### src/rtl/aes_key_expander_pkg.sv
// Shared AES types, key-size helpers and GF(2^8) arithmetic used by the key
// expander and, later, the cipher datapath.
package aes_key_expander_pkg;

  typedef logic         ulogic1;
  typedef logic [3:0]   ulogic4;
  typedef logic [7:0]   ulogic8;
  typedef logic [31:0]  ulogic32;
  typedef logic [127:0] ulogic128;

  typedef ulogic32 aes_word_t;

  localparam int AES_BLOCK_BITS = 128;

  typedef enum logic [1:0] {
    IDLE,
    GEN,
    DRAIN
  } kx_state_t;

  function automatic int aes_nk(input int key_bits);
    return key_bits / 32;
  endfunction

  function automatic int aes_nr(input int key_bits);
    return key_bits / 32 + 6;
  endfunction

  // Multiply by x in GF(2^8), reducing with the AES polynomial 0x11B.
  function automatic ulogic8 xtime(input ulogic8 b);
    return {b[6:0], 1'b0} ^ (b[7] ? 8'h1b : 8'h00);
  endfunction

endpackage

### src/rtl/aes_key_expander_sbox.sv
// Combinational AES forward S-box, one byte in, one byte out.
module aes_sbox
  import aes_key_expander_pkg::*;
(
  input  ulogic8 plain,
  output ulogic8 subst
);

  localparam logic [0:255][7:0] SBOX = {
    128'h637c777bf26b6fc53001672bfed7ab76,
    128'hca82c97dfa5947f0add4a2af9ca472c0,
    128'hb7fd9326363ff7cc34a5e5f171d83115,
    128'h04c723c31896059a071280e2eb27b275,
    128'h09832c1a1b6e5aa0523bd6b329e32f84,
    128'h53d100ed20fcb15b6acbbe394a4c58cf,
    128'hd0efaafb434d338545f9027f503c9fa8,
    128'h51a3408f929d38f5bcb6da2110fff3d2,
    128'hcd0c13ec5f974417c4a77e3d645d1973,
    128'h60814fdc222a908846eeb814de5e0bdb,
    128'he0323a0a4906245cc2d3ac629195e479,
    128'he7c8376d8dd54ea96c56f4ea657aae08,
    128'hba78252e1ca6b4c6e8dd741f4bbd8b8a,
    128'h703eb5664803f60e613557b986c11d9e,
    128'he1f8981169d98e949b1e87e9ce5528df,
    128'h8ca1890dbfe6426841992d0fb054bb16
  };

  assign subst = SBOX[plain];

endmodule

### src/rtl/aes_key_expander.sv
// Iterative AES key expansion: one 32-bit word per clock, emitted as 128-bit
// round keys over a valid/ready port that stalls word generation when full.
module aes_key_expander
  import aes_key_expander_pkg::*;
#(
  parameter int KEY_BITS = 128
) (
  input  ulogic1              clk,
  input  ulogic1              reset,
  input  logic [KEY_BITS-1:0] key_in,
  input  ulogic1              key_valid,
  output ulogic1              key_ready,
  output ulogic128            rk_data,
  output ulogic4              rk_round,
  output ulogic1              rk_last,
  output ulogic1              rk_valid,
  input  ulogic1              rk_ready,
  output ulogic1              busy
);

  localparam int NK     = aes_nk(KEY_BITS);
  localparam int NR     = aes_nr(KEY_BITS);
  localparam int NWORDS = 4 * (NR + 1);
  localparam logic [5:0] LAST_I = 6'(NWORDS - 1);

  if (KEY_BITS != 128 && KEY_BITS != 192 && KEY_BITS != 256) begin : g_bad_key_bits
    $error("aes_key_expander: KEY_BITS must be 128, 192 or 256");
  end

  kx_state_t  state, state_nxt;
  logic [5:0] i;
  logic [2:0] widx;
  ulogic8     rcon;
  aes_word_t  win [8];
  aes_word_t  asm_q [3];
  aes_word_t  sub_in, sub_out, new_word;
  logic [255:0] key_ext;
  logic accept, advance, load, xfer, word4;

  assign key_ext = 256'(key_in);

  always_comb begin
    state_nxt = state;
    key_ready = (state == IDLE);
    busy      = (state != IDLE);
    accept    = key_valid && (state == IDLE);
    xfer      = rk_valid && rk_ready;
    word4     = (i[1:0] == 2'd3);
    // A word that would complete a round waits until the output slot frees up.
    advance   = (state == GEN) && !(word4 && rk_valid && !rk_ready);
    load      = advance && word4;
    unique case (state)
      IDLE:    if (key_valid) state_nxt = GEN;
      GEN:     if (advance && i == LAST_I) state_nxt = DRAIN;
      DRAIN:   if (xfer && rk_last) state_nxt = IDLE;
      default: state_nxt = IDLE;
    endcase
  end

  always_comb begin
    sub_in   = (widx == 3'd0) ? {win[0][23:0], win[0][31:24]} : win[0];
    new_word = win[NK-1] ^ win[0];
    if (i < 6'(NK)) begin
      new_word = win[NK-1];
    end else if (widx == 3'd0) begin
      new_word = win[NK-1] ^ sub_out ^ {rcon, 24'h0};
    end else if (NK == 8 && widx == 3'd4) begin
      new_word = win[NK-1] ^ sub_out;
    end
  end

  for (genvar b = 0; b < 4; b++) begin : g_sbox
    aes_sbox u_sbox (
      .plain (sub_in[8*b +: 8]),
      .subst (sub_out[8*b +: 8])
    );
  end

  always_ff @(posedge clk or posedge reset) begin
    if (reset) state <= IDLE;
    else       state <= state_nxt;
  end

  // win[0] is w[i-1] and win[NK-1] is w[i-NK]; the key is loaded reversed so
  // the first NK advances simply rotate the key words out in order.
  always_ff @(posedge clk or posedge reset) begin
    if (reset) begin
      i        <= '0;
      widx     <= '0;
      rcon     <= 8'h01;
      rk_data  <= '0;
      rk_round <= '0;
      rk_last  <= 1'b0;
      rk_valid <= 1'b0;
      for (int j = 0; j < 8; j++) win[j] <= '0;
      for (int j = 0; j < 3; j++) asm_q[j] <= '0;
    end else begin
      if (accept) begin
        i    <= '0;
        widx <= '0;
        rcon <= 8'h01;
        for (int j = 0; j < 8; j++) win[j] <= (j < NK) ? key_ext[32*j +: 32] : '0;
      end else if (advance) begin
        win[0] <= new_word;
        for (int j = 1; j < 8; j++) win[j] <= win[j-1];
        i    <= i + 6'd1;
        widx <= (widx == 3'(NK - 1)) ? 3'd0 : widx + 3'd1;
        if (i >= 6'(NK) && widx == 3'd0) rcon <= xtime(rcon);
        case (i[1:0])
          2'd0:    asm_q[0] <= new_word;
          2'd1:    asm_q[1] <= new_word;
          2'd2:    asm_q[2] <= new_word;
          default: ;
        endcase
      end

      if (load) begin
        rk_data  <= {asm_q[0], asm_q[1], asm_q[2], new_word};
        rk_round <= i[5:2];
        rk_last  <= (i[5:2] == 4'(NR));
        rk_valid <= 1'b1;
      end else if (xfer) begin
        rk_valid <= 1'b0;
      end
    end
  end

endmodule

### config.mk
export PLATFORM = sky130hd
export DESIGN_NAME = aes_key_expander
export DESIGN_NICKNAME = d
export VERILOG_FILES = /design/src/rtl/aes_key_expander_pkg.sv /design/src/rtl/aes_key_expander_sbox.sv /design/src/rtl/aes_key_expander.sv
export SDC_FILE = /design/constraint.sdc
export NUM_CORES = 2
export LEC_CHECK = 0
export ABC_AREA = 1
export CORE_UTILIZATION = 50
export CTS_CLUSTER_SIZE = 20
export DETAILED_ROUTE_END_ITERATION = 8
export PLACE_DENSITY = 0.74
export SLEW_MARGIN = 40
export SYNTH_ARGS = -nofsm -noshare
export SYNTH_HDL_FRONTEND = slang
export SYNTH_HIERARCHICAL = 1
export SYNTH_SLANG_ARGS = --single-unit
### constraint.sdc
create_clock -name clk -period 13.7 [get_ports clk]
set_input_delay 3.425 -clock clk [delete_from_list [all_inputs] [get_ports clk]]
set_output_delay 3.425 -clock clk [all_outputs]
set_load 0.02 [all_outputs]
==> impl_metrics.env <==
export IMPL_status="finished with violations"
export IMPL_violations="design-rule violations"
export IMPL_tightest_slew_ps=898.8
export IMPL_synth_compound_area_share_pct=5.814
export IMPL_period_share_pct=46.72
export IMPL_synth_area_leader_cell="dfrtp_1"
export IMPL_slew_violations=0
export IMPL_synth_commonest_cells="1944 x nand2_1, 1109 x nand3_1, 376 x dfrtp_1"
export IMPL_hp_class="flop to flop"
export IMPL_ys_warn_count=6
export IMPL_ys_seq_area_share_pct=32.50
export IMPL_grt_max_degree=108
export IMPL_cts_root_buf="clkbuf_16"
export IMPL_setup_violations=0
export IMPL_cts_hold_buf=0
export IMPL_first_pass_iters=9
export IMPL_cp_end_kind="flop"
export IMPL_via_per_inst=6.210
export IMPL_drt_iter0_drc=5429
export IMPL_clk_latency_ps=560
export IMPL_multi_input_area_um2=17020
export IMPL_cp_common_cell="nand2_1"
export IMPL_grt_pass1_vias=31020
export IMPL_routedWlPerCell_um=23.66
export IMPL_track_usage_pct=42.71
export IMPL_relSlewSlack_pct=39.94
export IMPL_async_reset_ff_share_pct=100.0
export IMPL_ant_nets=0
export IMPL_clock_skew_final_ps=24.00
export IMPL_required_ps=14120
export IMPL_ios=268
export IMPL_synthXorXnorAreaFrac_pct=0.03017
export IMPL_wl_um=128500
export IMPL_core_area_um2=56820
export IMPL_synthAdderAreaFrac_pct=2.845
export IMPL_synth_net_count=4793
export IMPL_synthCells=4595
export IMPL_crit_type="input port to flop"
export IMPL_grt_pass1_wl_um=194700
export IMPL_drc=1
export IMPL_synth_distinct_cells=37
export IMPL_layout_nets=4838
export IMPL_fmax_mhz=156.2
export IMPL_num_vias=33740
export IMPL_antenna_found_initial=13
export IMPL_die_y_um=243.0
export IMPL_seq_area_um2=9435
export IMPL_crit_path_top_delay_cell="inv_4"
export IMPL_syn_to_final_growth_pct=12.64
export IMPL_cts_repair_resized=0
export IMPL_synth_area_mux_share_pct=0
export IMPL_dp_hpwl_um=88970
export IMPL_gr_total_overflow=0
export IMPL_critPathMaxStageDelay_ps=660
export IMPL_synth_area_um2=29030
export IMPL_syn_area_per_cell_um2=6.318
export IMPL_path_buf_inv=4
export IMPL_max_cap_viol_count=0
export IMPL_cts_buffer_depth=3
export IMPL_start_util_pct=51.09
export IMPL_final_setup_tns_ps=0
export IMPL_synth_area_leaders="dfrtp_1 32%, nand2_1 25%, nand3_1 19%"
export IMPL_arrival_ps=6820
export IMPL_worst_setup_path_start_kind="input port"
export IMPL_io_buffers=267
export IMPL_tritoncts="built"
export IMPL_htree_levels=2
export IMPL_numCtsBuffers=37
export IMPL_gp_congestion=1.052
export IMPL_post_cts_buffers=0
export IMPL_synth_top_family_by_area="simple AND/OR/NAND/NOR gates"
export IMPL_fp_dieW_um=243.0
export IMPL_ys_flop_type="dfrtp_1"
export IMPL_die_area_um2=59030
export IMPL_drive_gt1_share_pct=5.741
export IMPL_yosysTopAreaCellShare_pct=32.41
export IMPL_grt_setup_unrepaired="no"
export IMPL_hold_viol=0
export IMPL_synth_edf_count=0
export IMPL_yosys_cell_count_top_type="nand2_1"
export IMPL_cts_sinks=377
export IMPL_synth_seq_cells=377
export IMPL_fillerInstances=5583
export IMPL_crit_family="buffers and inverters"
export IMPL_rows=87
export IMPL_yosys_area_share_simple_pct=49.77
export IMPL_clkTransAtPathRegs_ps=70
export IMPL_crit_fanout=62
export IMPL_finalCriticalPeriod_ps=6401
export IMPL_path_cells="clkdlybuf4s50_1 > inv_1 > nand2_1 > o21a_4 > nand2_4 > inv_4 > buf_4 > nand2_1 > nand2_1 > nand2_1"
-- tightest hold or removal path, delay by kind of cell, from the launching register on --
kind / cells / cell delay (ps)
and+or+nand+nor: 2 / 90
DFF: 1 / 340
-- registers in the layout, summed over array words and instances, names as in the netlist --
name	count
state	2
rk_round	4
rcon	8
asm_q	96
i	6
widx	3
rk_last	1
win	128
rk_data	128
rk_valid	1
-- metrics by stage --
stage	util, %	cells	instance area (um2)	hold slack [ps]	setup slack [ps]
after detailed placement	55.17	5357	31350	452.1	6610
after CTS	57.50	5424	32670	466.1	7181
after floorplan	-	4595	29030	442.2	5212
final	57.55	5432	32700	468.4	7299
after global routing	57.55	5432	32700	488.2	7103
after global placement	55.06	5356	31290	447.8	6678
-- path summary, 6_finish.rpt --
path	from	end	slack, ps	depth (start not counted)
max	rk_ready	state[0]	7300	10
min	asm_q[20]	rk_data[52]	470	2
max reg2reg	widx[0]	win[225]	7500	23
min reg2reg	asm_q[20]	rk_data[52]	470	2
max in group asynchronous	reset	asm_q[66]	8990	5
min in group asynchronous	reset	rk_data[84]	3370	3
-- cells in the final DEF (no fill, tap or decap), types with 53 or more instances in the layout --
master,instances
nand2_2,53
o21ai_0,62
nor2_1,119
inv_1,197
clkdlybuf4s50_1,267
nand2_1,1939
nand3_1,1108
dfrtp_1,376
ha_1,66
a21oi_1,85
-- layer usage --
metal,GRT usage (%),vias up,wire (um)
li1,-,15110,-
met1,58.60,15680,49930
met2,63.04,2486,54960
met3,10.29,445,16160
met4,20.38,10,7420
met5,0,-,69
-- layout make-up --
class / count / share of cell area [%]
Clock inverter: 19 / 0.8915
Timing Repair Buffer: 312 / 9.386
Inverter: 229 / 2.720
Multi-Input combinational cell: 3683 / 52.05
Clock buffer: 48 / 3.145
Tap cell: 756 / 2.893
Antenna cell: 8 / 0.06122
Sequential cell: 377 / 28.85
-- kinds of logic (layout without fill, tap and decap cells) --
kind of cell    Yosys count  count (layout)
simple gates           3335            3335
buf+inv                 535             608
flops                   377             377
compound gates          281             281
fa+ha+maj                66              66
xor+xnor                  1               1
other cells               0               8
Power is not shown: default switching activity piles up to over one toggle a cycle in this logic, so the estimate is an artifact.
